`config.mk`:
```
export PLATFORM = sky130hd
export DESIGN_NAME = logo_cmd_sequencer
export DESIGN_NICKNAME = d
export VERILOG_FILES = /design/src/rtl/logo_cmd_sequencer_pkg.sv /design/src/rtl/logo_cmd_sequencer_scan2ascii.sv /design/src/rtl/logo_cmd_sequencer.sv
export SDC_FILE = /design/constraint.sdc
export NUM_CORES = 1
export LEC_CHECK = 0
export CAP_MARGIN = 20
export CORE_MARGIN = 1
export CORE_UTILIZATION = 35
export CTS_BUF_LIST = sky130_fd_sc_hd__clkbuf_8
export CTS_CLUSTER_SIZE = 10
export DETAILED_ROUTE_END_ITERATION = 10
export PLACE_DENSITY_LB_ADDON = 0.05
export SYNTH_ARGS = -nofsm -noshare
export SYNTH_HDL_FRONTEND = slang
export SYNTH_HIERARCHICAL = 1
export SYNTH_SLANG_ARGS = --single-unit
```
`constraint.sdc`:
```
create_clock -name clock -period 4.8 [get_ports clock]
set_input_delay 0.72 -clock clock [delete_from_list [all_inputs] [get_ports clock]]
set_output_delay 0.72 -clock clock [all_outputs]
set_load 0.005 [all_outputs]
```
`src/rtl/logo_cmd_sequencer_pkg.sv`:
```
// Shared definitions for the LOGO command sequencer: FSM encoding,
// PS/2 prefix bytes and the default commit/delete scan codes.
package logo_cmd_sequencer_pkg;

    typedef enum logic [1:0] {
        COLLECT = 2'd0,
        BREAK   = 2'd1,
        EXT     = 2'd2,
        PENDING = 2'd3
    } seq_state_t;

    localparam logic [7:0] PS2_BREAK_PREFIX = 8'hF0;
    localparam logic [7:0] PS2_EXT_PREFIX   = 8'hE0;

    localparam logic [7:0] DEF_ENTER_CODE = 8'h5A;
    localparam logic [7:0] DEF_BKSP_CODE  = 8'h66;

    localparam int BUF_CHARS = 4;

endpackage

```
`src/rtl/logo_cmd_sequencer_scan2ascii.sv`:
```
// Combinational PS/2 set-2 make code to ASCII map.
// Letters (upper case), digits and space; anything else maps to 8'h00.
module logo_cmd_sequencer_scan2ascii (
    input  logic [7:0] scan_i,
    output logic [7:0] ascii_o
);

    // Table lookup; unknown codes yield zero so the caller can ignore them
    always_comb begin
        ascii_o = 8'h00;
        case (scan_i)
            8'h1C: ascii_o = "A";  8'h32: ascii_o = "B";  8'h21: ascii_o = "C";
            8'h23: ascii_o = "D";  8'h24: ascii_o = "E";  8'h2B: ascii_o = "F";
            8'h34: ascii_o = "G";  8'h33: ascii_o = "H";  8'h43: ascii_o = "I";
            8'h3B: ascii_o = "J";  8'h42: ascii_o = "K";  8'h4B: ascii_o = "L";
            8'h3A: ascii_o = "M";  8'h31: ascii_o = "N";  8'h44: ascii_o = "O";
            8'h4D: ascii_o = "P";  8'h15: ascii_o = "Q";  8'h2D: ascii_o = "R";
            8'h1B: ascii_o = "S";  8'h2C: ascii_o = "T";  8'h3C: ascii_o = "U";
            8'h2A: ascii_o = "V";  8'h1D: ascii_o = "W";  8'h22: ascii_o = "X";
            8'h35: ascii_o = "Y";  8'h1A: ascii_o = "Z";
            8'h45: ascii_o = "0";  8'h16: ascii_o = "1";  8'h1E: ascii_o = "2";
            8'h26: ascii_o = "3";  8'h25: ascii_o = "4";  8'h2E: ascii_o = "5";
            8'h36: ascii_o = "6";  8'h3D: ascii_o = "7";  8'h3E: ascii_o = "8";
            8'h46: ascii_o = "9";  8'h29: ascii_o = " ";
            default: ascii_o = 8'h00;
        endcase
    end

endmodule

```
`src/rtl/logo_cmd_sequencer.sv`:
```
// Assembles PS/2 make codes into a 4-character ASCII command and hands it
// to the processor over a valid/ready port.
//
// Handshake: cmd_valid rises with a committed command and, together with
// cmd_word/cmd_len, holds stable until a cycle where cmd_ready is also high;
// that cycle completes the transfer and cmd_valid drops on the next edge.
// cmd_ready while cmd_valid is low is ignored.
module logo_cmd_sequencer
    import logo_cmd_sequencer_pkg::*;
#(
    parameter logic [7:0] ENTER_CODE = DEF_ENTER_CODE,
    parameter logic [7:0] BKSP_CODE  = DEF_BKSP_CODE
) (
    input  logic        clock,
    input  logic        reset,
    input  logic        key_valid,
    input  logic [7:0]  key_data,
    input  logic        cmd_ready,
    output logic        cmd_valid,
    output logic [31:0] cmd_word,
    output logic [2:0]  cmd_len,
    output logic [2:0]  char_count,
    output logic        busy,
    output logic        overflow,
    output logic [1:0]  state_dbg
);

    seq_state_t  state_q, state_d;
    logic [31:0] buf_q, buf_d;
    logic [2:0]  cnt_q, cnt_d;
    logic [31:0] word_q, word_d;
    logic [2:0]  len_q, len_d;
    logic        ovf_q, ovf_d;
    logic [7:0]  ascii;

    logo_cmd_sequencer_scan2ascii u_map (
        .scan_i  (key_data),
        .ascii_o (ascii)
    );

    // State and datapath registers; reset drops any pending command
    always_ff @(posedge clock) begin
        if (reset) begin
            state_q <= COLLECT;
            buf_q   <= '0;
            cnt_q   <= '0;
            word_q  <= '0;
            len_q   <= '0;
            ovf_q   <= 1'b0;
        end else begin
            state_q <= state_d;
            buf_q   <= buf_d;
            cnt_q   <= cnt_d;
            word_q  <= word_d;
            len_q   <= len_d;
            ovf_q   <= ovf_d;
        end
    end

    // Next-state: prefix tracking, buffer edit, commit and handshake
    always_comb begin
        state_d = state_q;
        buf_d   = buf_q;
        cnt_d   = cnt_q;
        word_d  = word_q;
        len_d   = len_q;
        ovf_d   = 1'b0;
        case (state_q)
            COLLECT: begin
                if (key_valid) begin
                    if (key_data == PS2_BREAK_PREFIX) begin
                        state_d = BREAK;
                    end else if (key_data == PS2_EXT_PREFIX) begin
                        state_d = EXT;
                    end else if (key_data == ENTER_CODE) begin
                        if (cnt_q != 3'd0) begin
                            word_d  = buf_q;
                            len_d   = cnt_q;
                            buf_d   = '0;
                            cnt_d   = '0;
                            state_d = PENDING;
                        end
                    end else if (key_data == BKSP_CODE) begin
                        if (cnt_q != 3'd0) begin
                            buf_d = {8'h00, buf_q[31:8]};
                            cnt_d = cnt_q - 3'd1;
                        end
                    end else if (ascii != 8'h00) begin
                        if (cnt_q < 3'(BUF_CHARS)) begin
                            buf_d = {buf_q[23:0], ascii};
                            cnt_d = cnt_q + 3'd1;
                        end else begin
                            ovf_d = 1'b1;
                        end
                    end
                end
            end
            BREAK: begin
                // The released key's code is not a new character
                if (key_valid) state_d = COLLECT;
            end
            EXT: begin
                if (key_valid) begin
                    state_d = (key_data == PS2_BREAK_PREFIX) ? BREAK : COLLECT;
                end
            end
            PENDING: begin
                // Keys arriving here, including prefixes, are dropped
                if (cmd_ready) state_d = COLLECT;
            end
            default: state_d = COLLECT;
        endcase
    end

    assign cmd_valid  = (state_q == PENDING);
    assign busy       = (state_q == PENDING);
    assign cmd_word   = word_q;
    assign cmd_len    = len_q;
    assign char_count = cnt_q;
    assign overflow   = ovf_q;
    assign state_dbg  = state_q;

endmodule

```
==> flow_summary.toml <==
[clock_network]
post_cts_buffers = 0
cts_tree = "done"
ctsResizeCount = 0
clock_latency_ns = 0.36
clock_path_buffers = 2
htreeDepth = 3
cts_root_buf = "clkbuf_8"
cts_buffers = 9
cts_hold_buf = 0
clk_pin_slew_worst_paths_ns = 0.08
cts.sinks = 73

[place]
placed_cells = 631
hpwl_um = 7720
dp_slack_ns = 0.341
gp_congestion = 0.893
port_buffers = 54

[routing]
wirelength_um = 11000
drt_first_pass_iters = 4
wl_per_cell_um = 17.0
drc_errors = 0
final_antenna_net_count = 0
vias = 3485
drtIter0Drc = 213
viasPerCell = 5.39

[sta]
min_period_ns = 4.16
layout_setup_ws_ns = 0.637
drv_slew = 0
fin_crit_sh = 0.867
hold_viol_final = 0
tightestPinTransition_ns = 0.549
rsz0062_at_grt = "false"
maxSlewHeadroom = 0.633
max_freq_mhz = 240
setup_tns_ns = 0
setup-violations-final = 0
fin_skew_ns = 0.0144

[floorplanning]
coreArea_um2 = 11000
row_count = 38
dieArea_um2 = 11800
fp.dieH_um = 109
initial_core_util = 0.363
die_w_um = 109
io_pins = 55

[layout]
fillCellCount = 1108
drive_above_1_share = 0.144
syn_to_final_growth_pct = 21.7
nets = 522
fin_util = 0.441
final_common_cell = "dfxtp_1"
layout.cells.non_filler = 647
n_antenna_cell = 0
layout_common_cells = "dfxtp_1 (73), clkdlybuf4s50_1 (54), nor2_1 (50)"
multi_input_area_um2 = 2290
seq_area_um2 = 1460

[yosys]
yosysWarnings = 6
synth_seq_area_share = 0.367
postSynthCellCount = 454
synth_edf_count = 0
ys_ff_latch = 73
synth_top_area_frac = 0.367
yosysTopAreaCell = "dfxtp_1"
synth_cell_types = 63
async_flop_share = 0
synth_fp_nets = 474
synth.avg_cell_area_um2 = 8.77
netlist_area_um2 = 3980
ys_top_cells_by_area = "dfxtp_1 (37%), mux2i_1 (9.0%), mux2_2 (7.3%), nor2_1 (4.7%), nand4_1 (4.2%)"
synth_ff_type = "dfxtp_1"

[power]
total_power_mw = 1.32
vdd_drop_max_mv = 0.145
p_leak_nw = 2.01
pwr_density_cell_nw_per_um2 = 271

[global_routing]
grt_max_degree = 37
grt_overflow = 0
grt_pass1_wl_um = 17900
antenna_found_initial = 0
grt_pass1_vias = 3235
grt_use_total = 0.199

[worst_setup_path]
cp.required_ns = 5.10
end_kind = "register"
reg2regPathDepth = 6
worstPathArrival_ns = 4.46
cp-start-kind = "input pin"
criticalPathCategory = "input pin to register"
worstPathMaxFanout = 18

[worst_hold_path]
whs_path_depth = 2
hold_path.class = "register to register"

[run_status]
status = "complete, no violations"

[job]
cap_violations = 0
## power breakdown
group | switching, mW | internal [mW]
sequential | 0.0119 | 0.613
combinational | 0.124 | 0.0743
clock | 0.241 | 0.252
total | 0.377 | 0.939
## through the flow
| step | instance area [µm²] | hold WS, ns |
|---|---|---|
| 6_report | 4850 | 0.457 |
| 5_1_grt | 4850 | 0.486 |
| 4_1_cts | 4850 | 0.459 |
| 3_5_place_dp | 4650 | 0.448 |
| 3_3_place_gp | 4650 | 0.442 |
| 2_1_floorplan | 3980 | 0.445 |
## per-layer routing
| layer | part of all wire | vias up | track usage |
|---|---|---|---|
| met3 | 0.045 | 18 | 0.0353 |
| met2 | 0.41 | 87 | 0.282 |
| met4 | 0.022 | 0 | 0.0811 |
| met1 | 0.52 | 1632 | 0.294 |
| met5 | 0 | - | 0 |
| li1 | - | 1748 | - |
## state kept, by name (all words and copies together), names as in the netlist
register and flops:
cmd_len 3, buf_q 32, state_dbg 2, cmd_word 32, char_count 3, overflow 1
## synth_stat cells, types with 3 or more instances
cell type  count
a311oi_1       3
nand3_1       12
nand4_1       27
clkbuf_1      13
dfxtp_1       73
nor2b_1        8
o21ai_0       30
mux2_2        26
o211ai_1       3
buf_2         13
nor3_1         4
a21o_1         3
inv_1          8
nor2_1        50
a22o_1        11
nor4_1         3
buf_6          6
nand2_1       37
mux2i_1       36
a21oi_1       20
o311ai_1       3
o21a_1         4
ha_1           8
## critical path, cell delays in order
cell             delay, ns
clkdlybuf4s50_1       0.68
inv_1                 0.20
ha_1                  0.30
nor3b_1               0.34
or3_4                 0.20
a21oi_2               0.05
o211ai_1              0.19
a311oi_2              0.15
nor4_1                0.45
a21oi_1               0.18
mux2_2                0.48
a21oi_4               0.33
a22o_1                0.18
## final cells by class
| type | instances | area share |
|---|---|---|
| Tap cell | 140 | 0.0361 |
| Inverter | 10 | 0.00774 |
| Timing Repair Buffer | 72 | 0.142 |
| Clock buffer | 10 | 0.0284 |
| Sequential cell | 73 | 0.301 |
| Multi-Input combinational cell | 336 | 0.472 |
| Clock inverter | 6 | 0.0121 |
## final timing paths
kind,startpoint,endpoint,slack (ns)
setup / recovery,key_data[1],buf_q[27],0.64
hold / removal,cmd_len[1],cmd_len[1],0.46
setup reg to reg,state_dbg[1],buf_q[27],2.73
hold reg to reg,cmd_len[1],cmd_len[1],0.46
## kinds of logic (layout without fill, tap and decap cells)
| kind of cell | after synthesis | in the layout | share of synthesized area |
|---|---|---|---|
| multiplexers | 62 | 62 | 0.164 |
| XOR/XNOR | 2 | 2 | 0.00440 |
| adder cells (fa/ha/maj) | 8 | 8 | 0.0251 |
| buffers and inverters | 45 | 98 | 0.0600 |
| flip-flops | 73 | 73 | 0.367 |
| other | 1 | 1 | 0.000941 |
| AO/OA/AOI/OAI | 100 | 100 | 0.171 |
| AND/OR/NAND/NOR | 163 | 163 | 0.208 |
(Power assumes the default switching activity.)
